File: src/rtl/hpdcache_mem_read_credit_arbiter_pkg.sv
// Shared types and helpers for the HPDcache memory read credit arbiter:
// in-flight table entry, default request/response payloads, counter sizing.
package hpdcache_mem_arb_pkg;

    localparam int unsigned MEM_ID_W  = 4;
    // Widest requester index the table entry can carry; the arbiter narrows it to clog2(N).
    localparam int unsigned SRC_W_MAX = 4;

    typedef logic [SRC_W_MAX-1:0] src_idx_t;

    typedef struct packed {
        logic     valid;
        src_idx_t src;
    } rt_entry_t;

    typedef struct packed {
        logic [31:0]         mem_req_addr;
        logic [7:0]          mem_req_len;
        logic [MEM_ID_W-1:0] mem_req_id;
    } hpdcache_mem_req_t;

    typedef struct packed {
        logic [31:0]         mem_resp_r_data;
        logic                mem_resp_r_last;
        logic [MEM_ID_W-1:0] mem_resp_r_id;
    } hpdcache_mem_resp_r_t;

    // Bits needed to hold the values 0..max_val inclusive.
    function automatic int unsigned cnt_width(input int unsigned max_val);
        return (max_val < 1) ? 1 : $clog2(max_val + 1);
    endfunction

endpackage

File: src/rtl/hpdcache_mem_read_credit_arbiter_rr_pick.sv
// Rotating-priority picker: grants the first eligible index strictly after ptr,
// wrapping modulo N. Purely combinational.
module hpdcache_rr_pick #(
    parameter  int unsigned N    = 4,
    localparam int unsigned SrcW = (N > 1) ? $clog2(N) : 1
) (
    input  logic [N-1:0]    eligible,
    input  logic [SrcW-1:0] ptr,
    output logic [N-1:0]    gnt,
    output logic [SrcW-1:0] idx,
    output logic            valid
);

    logic [SrcW-1:0] pos;

    always_comb begin
        gnt   = '0;
        idx   = '0;
        valid = 1'b0;
        pos   = '0;
        for (int unsigned k = 1; k <= N; k++) begin
            pos = SrcW'((32'(ptr) + k) % N);
            if (!valid && eligible[pos]) begin
                valid    = 1'b1;
                gnt[pos] = 1'b1;
                idx      = pos;
            end
        end
    end

endmodule

File: src/rtl/hpdcache_mem_read_credit_arbiter.sv
// Credit-limited round-robin arbiter for the HPDcache memory read channel; tracks
// the owner of every in-flight ID and routes responses back through that table.
module hpdcache_mem_read_credit_arbiter
    import hpdcache_mem_arb_pkg::*;
#(
    parameter  int unsigned N         = 4,
    parameter  int unsigned IdWidth   = 4,
    parameter  int unsigned MaxPerReq = 4,
    parameter  int unsigned MaxTotal  = 8,
    parameter  type         req_t     = hpdcache_mem_req_t,
    parameter  type         resp_t    = hpdcache_mem_resp_r_t,
    localparam int unsigned SrcW      = (N > 1) ? $clog2(N) : 1,
    localparam int unsigned TotW      = cnt_width(MaxTotal)
) (
    input  logic              clk_i,
    input  logic              rst_i,

    input  logic [N-1:0]      req_valid_i,
    output logic [N-1:0]      req_ready_o,
    input  req_t              req_i [N],

    output logic              req_valid_o,
    input  logic              req_ready_i,
    output req_t              req_o,
    output logic [SrcW-1:0]   req_src_o,

    input  logic              resp_valid_i,
    output logic              resp_ready_o,
    input  resp_t             resp_i,

    output logic [N-1:0]      resp_valid_o,
    input  logic [N-1:0]      resp_ready_i,
    output resp_t             resp_o [N],

    output logic [TotW-1:0]   outstanding_o,
    output logic              unmapped_resp_o
);

    typedef logic [SrcW-1:0] src_t;

    localparam int unsigned Depth = 2 ** IdWidth;
    localparam int unsigned CntW  = cnt_width(MaxPerReq);

    rt_entry_t       tbl_q [Depth];
    logic [CntW-1:0] cnt_q [N];
    logic [TotW-1:0] total_q;
    src_t            ptr_q;
    src_t            lock_src_q;
    logic            lock_q;
    logic            unmapped_q;

    logic [IdWidth-1:0] req_id [N];
    logic [N-1:0]       eligible;
    logic [N-1:0]       pick_gnt;
    src_t               pick_idx;
    logic               pick_valid;

    src_t               sel;
    logic [N-1:0]       sel_oh;
    logic               gnt_hs;
    logic [IdWidth-1:0] gnt_id;

    logic [IdWidth-1:0] resp_id;
    rt_entry_t          resp_entry;
    src_t               resp_src;
    logic               resp_mapped;
    logic               resp_hs;
    logic               retire;
    logic [N-1:0]       dec_oh;

    // The table is read from registered state only, so an ID retiring this
    // cycle cannot be re-granted until the next one.
    always_comb begin
        for (int i = 0; i < N; i++) begin
            req_id[i]   = IdWidth'(req_i[i].mem_req_id);
            eligible[i] = req_valid_i[i]
                       && (cnt_q[i] < CntW'(MaxPerReq))
                       && (total_q < TotW'(MaxTotal))
                       && !tbl_q[req_id[i]].valid;
        end
    end

    hpdcache_rr_pick #(
        .N (N)
    ) u_pick (
        .eligible (eligible),
        .ptr      (ptr_q),
        .gnt      (pick_gnt),
        .idx      (pick_idx),
        .valid    (pick_valid)
    );

    assign sel         = lock_q ? lock_src_q : pick_idx;
    assign sel_oh      = lock_q ? ({{(N-1){1'b0}}, 1'b1} << lock_src_q) : pick_gnt;
    assign req_valid_o = !rst_i && (lock_q || pick_valid);
    assign gnt_hs      = req_valid_o && req_ready_i;
    assign req_ready_o = gnt_hs ? sel_oh : '0;
    assign req_src_o   = req_valid_o ? sel : '0;
    assign req_o       = req_valid_o ? req_i[sel] : '0;
    assign gnt_id      = req_id[sel];

    assign resp_id     = IdWidth'(resp_i.mem_resp_r_id);
    assign resp_entry  = tbl_q[resp_id];
    assign resp_src    = src_t'(resp_entry.src);
    assign resp_mapped = resp_entry.valid;

    // Unowned IDs are drained immediately so a stray beat can never stall the channel.
    always_comb begin
        resp_valid_o = '0;
        resp_ready_o = 1'b0;
        if (!rst_i) begin
            if (resp_mapped) begin
                resp_valid_o[resp_src] = resp_valid_i;
                resp_ready_o           = resp_ready_i[resp_src];
            end else begin
                resp_ready_o = resp_valid_i;
            end
        end
    end

    always_comb begin
        for (int i = 0; i < N; i++) begin
            resp_o[i] = rst_i ? '0 : resp_i;
        end
    end

    assign resp_hs = !rst_i && resp_valid_i && resp_mapped && resp_ready_i[resp_src];
    assign retire  = resp_hs && resp_i.mem_resp_r_last;
    assign dec_oh  = retire ? ({{(N-1){1'b0}}, 1'b1} << resp_src) : '0;

    assign outstanding_o   = total_q;
    assign unmapped_resp_o = unmapped_q;

    always_ff @(posedge clk_i) begin
        if (rst_i) begin
            for (int d = 0; d < Depth; d++) begin
                tbl_q[d] <= '0;
            end
            for (int i = 0; i < N; i++) begin
                cnt_q[i] <= '0;
            end
            total_q    <= '0;
            ptr_q      <= '0;
            lock_src_q <= '0;
            lock_q     <= 1'b0;
            unmapped_q <= 1'b0;
        end else begin
            unmapped_q <= resp_valid_i && !resp_mapped;

            if (gnt_hs) begin
                lock_q         <= 1'b0;
                ptr_q          <= sel;
                tbl_q[gnt_id]  <= '{valid: 1'b1, src: src_idx_t'(sel)};
            end else if (req_valid_o) begin
                lock_q     <= 1'b1;
                lock_src_q <= sel;
            end

            // Grant and retire never address the same entry: a valid entry blocks its ID.
            if (retire) begin
                tbl_q[resp_id].valid <= 1'b0;
            end

            for (int i = 0; i < N; i++) begin
                if (req_ready_o[i] && !dec_oh[i]) begin
                    cnt_q[i] <= cnt_q[i] + CntW'(1);
                end else if (dec_oh[i] && !req_ready_o[i]) begin
                    cnt_q[i] <= cnt_q[i] - CntW'(1);
                end
            end

            if (gnt_hs && !retire) begin
                total_q <= total_q + TotW'(1);
            end else if (retire && !gnt_hs) begin
                total_q <= total_q - TotW'(1);
            end
        end
    end

endmodule

File: config.mk
export PLATFORM = sky130hd
export DESIGN_NAME = hpdcache_mem_read_credit_arbiter
export DESIGN_NICKNAME = d
export VERILOG_FILES = /design/src/rtl/hpdcache_mem_read_credit_arbiter_pkg.sv /design/src/rtl/hpdcache_mem_read_credit_arbiter_rr_pick.sv /design/src/rtl/hpdcache_mem_read_credit_arbiter.sv
export SDC_FILE = /design/constraint.sdc
export NUM_CORES = 1
export LEC_CHECK = 0
export ABC_CLOCK_PERIOD_IN_PS = 3800
export BUFFER_PORTS_ARGS = -buffer_cell sky130_fd_sc_hd__buf_4
export CAP_MARGIN = 15
export CORE_AREA = 2 2 170 172
export CTS_CLUSTER_DIAMETER = 150
export DETAILED_ROUTE_END_ITERATION = 16
export DIE_AREA = 0 0 172 174
export GPL_TIMING_DRIVEN = 0
export PLACE_DENSITY = 0.7
export SYNTH_ARGS = -nofsm -noshare
export SYNTH_HDL_FRONTEND = slang
export SYNTH_SLANG_ARGS = --single-unit
File: constraint.sdc
create_clock -name clk_i -period 3.8 [get_ports clk_i]
set_clock_uncertainty 0.05 [all_clocks]
set_input_delay 0.38 -clock clk_i [delete_from_list [all_inputs] [get_ports clk_i]]
set_output_delay 0.38 -clock clk_i [all_outputs]
set_load 0.01 [all_outputs]
## Word level (Yosys, flattened, before mapping)

Memory sizes are Yosys's and may differ from the RTL's.
Cells that the tools add are included.

- Register bits: 10
- RAM bits: 60
- Bits of input ports: 225
- Output and inout port bits: 209
- Word-level logic and storage cells: 216
- Memories: 2

Memories:

| memory | words | bits a word | read ports | clocked after Yosys merged registers in | write ports | line | RTL |
|---|---|---|---|---|---|---|---|
| tbl_q | 16 | 3 | 5 | 0 | 16 | hpdcache_mem_read_credit_arbiter.sv:44 | `rt_entry_t tbl_q [Depth];` |
| cnt_q | 4 | 3 | 4 | 0 | 4 | hpdcache_mem_read_credit_arbiter.sv:45 | `logic [CntW-1:0] cnt_q [N];` |

- Add/subtract/negate cells: 14
- $lt $le $gt $ge: 16
- Shifts and indexed selects: 2
- Mux-type cells: 101
- Bitwise logic cells: 14
- Reductions and logical operators: 62

Operator list:

| cell | count |
|---|---|
| two-way mux 44 bit | 3 |
| binary-select mux 44 bit (select 2 bit) | 1 |
| two-way mux 4 bit | 15 |
| two-way mux 1 bit | 53 |
| logical AND 1 bit | 37 |
| two-way mux 37 bit | 1 |
| two-way mux 3 bit | 10 |
| zero test 1 bit | 19 |
| less-than comparator 2 x 3 -> 1 bit (second input constant) | 5 |
| two-way mux 2 bit | 7 |
| adder 3 x 1 -> 3 bit (second input constant) | 4 |
| less-than comparator 3 bit (second input constant) | 4 |
| bitwise OR 4 bit | 3 |
| subtractor 3 x 1 -> 3 bit (second input constant) | 4 |
| binary-select mux 1 bit (select 2 bit) | 5 |
| demux 1 bit (select 2 bit) | 5 |
| greater-or-equal comparator 2 x 1 -> 1 bit (second input constant) | 5 |
| binary-select mux 4 bit (select 2 bit) | 1 |
| bitwise OR 1 bit | 8 |
| << shifter 1 x 2 -> 4 bit (first input constant) | 2 |
| OR reduction 3 bit | 2 |
| adder 2 x 1 -> 2 bit (second input constant) | 2 |
| adder 2 bit (second input constant) | 2 |
| adder 4 x 1 -> 4 bit (second input constant) | 1 |
| other kinds (10) | 10 |

## Depth between registers and ports, before layout

An unclocked memory read counts as a cell.

- Depth in word-level cells: 28
- Mapped depth: 21
- Mapped depth without buffers: 17

## Cells and area by module

A second synthesis with hierarchy kept.

- Cell total of the unflattened synthesis: 751
- Area total of the unflattened synthesis: 7484.7 sq um

By module, submodules not included:

| module | instances | cells each | area each (sq um) | seq. area each (sq um) |
|---|---|---|---|---|
| hpdcache_mem_read_credit_arbiter | 1 | 665 | 6855.3 | 1841.8 |
| hpdcache_rr_pick | 1 | 86 | 629.4 | 0.0 |

## Least setup slack after synthesis

No wires, ideal clock.

- Kind: input-to-reg
- Start point: input port resp_i[0] (netlist bit)
- End point: register total_q[3], in the netlist outstanding_o[3]
- Setup time: 0.071 ns
- Arrival: 3.996 ns
- Path slack: -0.316 ns
- Stages: 14
- Buffers on the path: 2
- Cell sequence: buf_2 clkbuf_1 mux4_2 mux4_2 mux4_2 nand3_1 ha_1 inv_1 ha_1 a21o_1 a21oi_1 xnor2_1 or3_1 a21oi_1

- Longest elaborated chain between the ends: 8

RTL lines:

| element | line | RTL |
|---|---|---|
| start, declared | hpdcache_mem_read_credit_arbiter.sv:29 | `input resp_t resp_i,` |
| memory read (16 x 3 bit) * | -- |  |
| binary-select mux 1 bit (select 2 bit) | hpdcache_mem_read_credit_arbiter.sv:127 | `assign resp_hs = !rst_i && resp_valid_i && resp_mapped && resp_ready_i[resp_src];` |
| two-way mux 1 bit (not written as such) | hpdcache_mem_read_credit_arbiter.sv:127 |  |
| logical AND 1 bit * | hpdcache_mem_read_credit_arbiter.sv:127 |  |
| logical AND 1 bit * | hpdcache_mem_read_credit_arbiter.sv:128 | `assign retire = resp_hs && resp_i.mem_resp_r_last;` |
| zero test 1 bit | hpdcache_mem_read_credit_arbiter.sv:172 | `if (gnt_hs && !retire) begin` |
| logical AND 1 bit | hpdcache_mem_read_credit_arbiter.sv:172 |  |
| two-way mux 4 bit or nonzero test 2 bit (tied branches) | -- |  |
| end signal, assigned | hpdcache_mem_read_credit_arbiter.sv:173 | `total_q <= total_q + TotW'(1);` |
| end signal, assigned | hpdcache_mem_read_credit_arbiter.sv:175 | `total_q <= total_q - TotW'(1);` |
| end, declared | hpdcache_mem_read_credit_arbiter.sv:46 | `logic [TotW-1:0] total_q;` |

Mark *: on every way between the ends. The rest lies on a longest branch, timed or not. The select of a mux whose other input is x is not followed.
A chain may end at the register's enable or synchronous reset.

==> impl_metrics.ini <==
[logic_synthesis]
synth_seq_area_share = 0.227
yosys.area.top_type_share = 0.163
async_flop_share = 0
post_synth_inst_count = 1061
synth_top_flop_cell = edfxtp_1
synth.cell_area_sq_um = 8120
ys_types = 83
number_of_enable_type_register_cells_in_the_synthesized_netlist = 44
netlist.top_cell.by_area = edfxtp_1
synthesis.yosys.warnings = 0
postSynthRegisterBits = 70
synth_area_leaders = edfxtp_1, nand2_1, buf_4, mux4_2, dfxtp_1
synth_common_cells = nand2_1, buf_4, nor2_1
mean_instance_size_in_the_synthesized_netlist_sq_um = 7.65
yosysMostFrequentCell = nand2_1
synth_nets = 1303

[setup_path]
timing_worst_setup_path_type = flop to output port
worstReg2RegStart = tbl_q[7][2]$_SDFFE_PP0P_
timing.critical_path.mode_cell = buf_12
cp-start-kind = flop
critical_path.max_fanout = 7
worst_setup_path_end_kind = output port
worst-endpoint-arrival_ns = 3.56
cell_type_group_with_the_largest_total_delay_on_the_critical_path = compound AO/OA/AOI/OAI gates
timing.critical_path.slowest_stage_cell = mux4_2
reg2regPathDepth = 19
timing.rr.end = outstanding_o[3]$_SDFFE_PP0P_
cp_bufs_invs = 4
register_to_register_setup_slack_ns = 0.07
worst_path_largest_cell_delay_ns = 0.45
cp.required_ns = 3.37
crit_path_start = tbl_q[7][2]$_SDFFE_PP0P_
worstPathCellList = mux4_2 -> nand2b_1 -> a21oi_4 -> a21boi_2 -> o31ai_4 -> nor3_4 -> nor2_4 -> buf_12 -> buf_12 -> buf_8 -> nand2_4 -> a311oi_4 -> buf_4

[sta]
timing.max_slew.rel_slack = 0.466
tightestPinTransition_ns = 0.798
setup_ws_ns = -0.189
final_max_slew_viol_count = 0
min_period_over_period = 1.05
period_needed_ns = 3.99
fmax_mhz = 251
timing_hold_violations_final = 0
rsz0062_at_grt = true
setup_tns_ns = -2.68
setup_viol_count_final = 44

[clock_tree]
clk_pin_slew_worst_paths_ns = 0.06
cts.sinks = 70
clk_buf_depth = 2
cts_tree = built
numCtsBuffers = 9
clock-root-buffer = clkbuf_16
clk-insertion-delay-late_ns = 0.34
htree_num_levels = 3

[drt]
antenna_violating_nets_post_route = 0
route.detailed.wl_per_inst_microns = 20.4
drt_iter0_markers = 744
detail_route.wirelength_microns = 39600
via_count = 10100
drt-vias-per-instance = 5.18
drt_pass1_iterations = 5
drc_errors = 0

[pwr]
total_switching_power_uw = 2130
power.leakage_uw = 0.00631
clockPowerShare = 0.164
irDropWorstVdd_v = 0.000263
comb_power_share = 0.645
pwr_density_cell_nw_per_um2 = 367
p_int_uw = 2910
power_switching_share = 0.423
power_frac_seq = 0.191

[global_routing]
grt_util_all_layers = 0.249
overflow = 0
first_global_vias = 9763
grt_start_max_net_pins = 13
grt_first_pass_wirelength_microns = 57200
grt_antenna_before_repair = 1

[layout]
layout-drive-gt1-share = 0.543
area.growth.synth_to_final_pct = 69.2
finish.cell_count_without_fillers = 1944
layout.core_utilization = 0.487
final_cell_area_sq_um = 13700
nets = 1796

[floorplan]
die_h_microns = 174
row_count = 62
start_util = 0.288
die_area_sq_um = 29900
fp.coreArea_sq_um = 28200
die_w_microns = 172
design.portCount = 434

[place]
gpl.final_weighted_congestion = 0.945
detailed_place.area_sq_um = 11800
detailed_place_hpwl_microns = 31400
dpl.cell_count = 1871
place.port_buffers = 426

[hold_path]
timing.hold.worst.start = resp_valid_i
worstHoldPathType = input pin to flop
min_delay_path_depth = 2
whs_endpoint = unmapped_resp_o$_SDFF_PP0_

[run]
drv.max_cap_violation_count = 0

[status]
run_status = finished, violations left
violations = negative setup slack
timing repair:
item                       CTS  global route
resized for setup          185           104
cloned                       4             1
hold buffers                 0             0
setup endpoints to repair  149            64
pin swaps                   43            44
setup buffers               34            21
routing by layer:
layer  vias to the layer above  track usage  part of all wire
met5                         -            0                 0
met2                       568        0.471              0.52
met4                         0       0.0893             0.044
met3                        82       0.0492             0.090
met1                      4770        0.272              0.34
li1                       4659            -                 -
sequential cells by signal, summed over array words and instances, names as in the netlist:
signal and count:
cnt_q 12, lock_q 1, lock_src_q 2, outstanding_o 4, ptr_q 2, tbl_q 48
unmapped_resp_o 1
power by group through the flow:
| stage | combinational (uW) | sequential [uW] | clock [uW] |
|---|---|---|---|
| finish | 3260 | 961 | 828 |
| CTS | 2960 | 959 | 838 |
| floorplan | 1400 | 942 | 0 |
| global placement | 2420 | 964 | 0 |
| detailed placement | 2440 | 968 | 0 |
| global route | 3450 | 971 | 863 |
stage by stage:
step                      setup WS (ns)  hold slack, ns  total power (uW)
after floorplan                 -0.0276           0.425              2350
after global placement            -1.48           0.468              3390
after detailed placement          -1.53           0.480              3410
after CTS                        -0.129           0.274              4760
after global routing             -0.230           0.288              5290
final                            -0.189           0.284              5050
worst max-delay path by stage:
stage	depth (start not counted)	endpoint
6_report	13	req_o[25]
5_1_grt	13	req_o[25]
4_1_cts	11	req_o[25]
3_5_place_dp	13	req_o[28]
3_3_place_gp	13	req_o[27]
2_1_floorplan	14	outstanding_o[3]$_SDFFE_PP0P_
layout by cell type, fill, tap and decap left out, types with 7 or more instances in the layout:
cell / Yosys / layout
a21oi_1: 21 / 20
a311oi_1: 48 / 8
a311oi_2: 0 / 34
and3_1: 55 / 46
and3_4: 0 / 9
buf_4: 112 / 589
buf_6: 1 / 15
clkbuf_1: 42 / 19
clkbuf_16: 0 / 11
clkbuf_2: 0 / 12
dfxtp_1: 26 / 8
dfxtp_4: 0 / 16
edfxtp_1: 44 / 44
ha_1: 13 / 11
inv_1: 30 / 27
mux2i_1: 28 / 25
mux4_2: 25 / 25
nand2_1: 253 / 227
nand2_2: 2 / 19
nand2_4: 0 / 8
nand2b_1: 10 / 10
nand3_1: 17 / 13
nor2_1: 91 / 89
nor2b_1: 48 / 48
nor3_1: 11 / 10
o21ai_0: 9 / 8
o31ai_1: 9 / 7
final cells by class:
| type | count | area [sq um] |
|---|---|---|
| fillers | 2784 | 14500 |
| multi-input cells | 777 | 5820 |
| repair buffers | 485 | 3740 |
| flip-flops and latches | 70 | 1900 |
| plain buffers | 179 | 1380 |
| well taps | 384 | 480 |
| clock buffers | 11 | 233 |
| inverters | 32 | 134 |
| clock inverters | 5 | 60.1 |
| diodes | 1 | 2.50 |
cell families (layout without fill, tap and decap cells):
| group | count (synthesis) | count (layout) | share of synthesized area |
|---|---|---|---|
| AND/OR/NAND/NOR | 518 | 518 | 0.295 |
| other | 0 | 1 | 0 |
| adder cells (fa/ha/maj) | 17 | 17 | 0.0299 |
| AO/OA/AOI/OAI | 179 | 179 | 0.176 |
| flip-flops | 70 | 70 | 0.227 |
| XOR/XNOR | 7 | 7 | 0.00755 |
| buffers and inverters | 214 | 712 | 0.157 |
| multiplexers | 56 | 56 | 0.108 |
(Power assumes the default switching activity.)
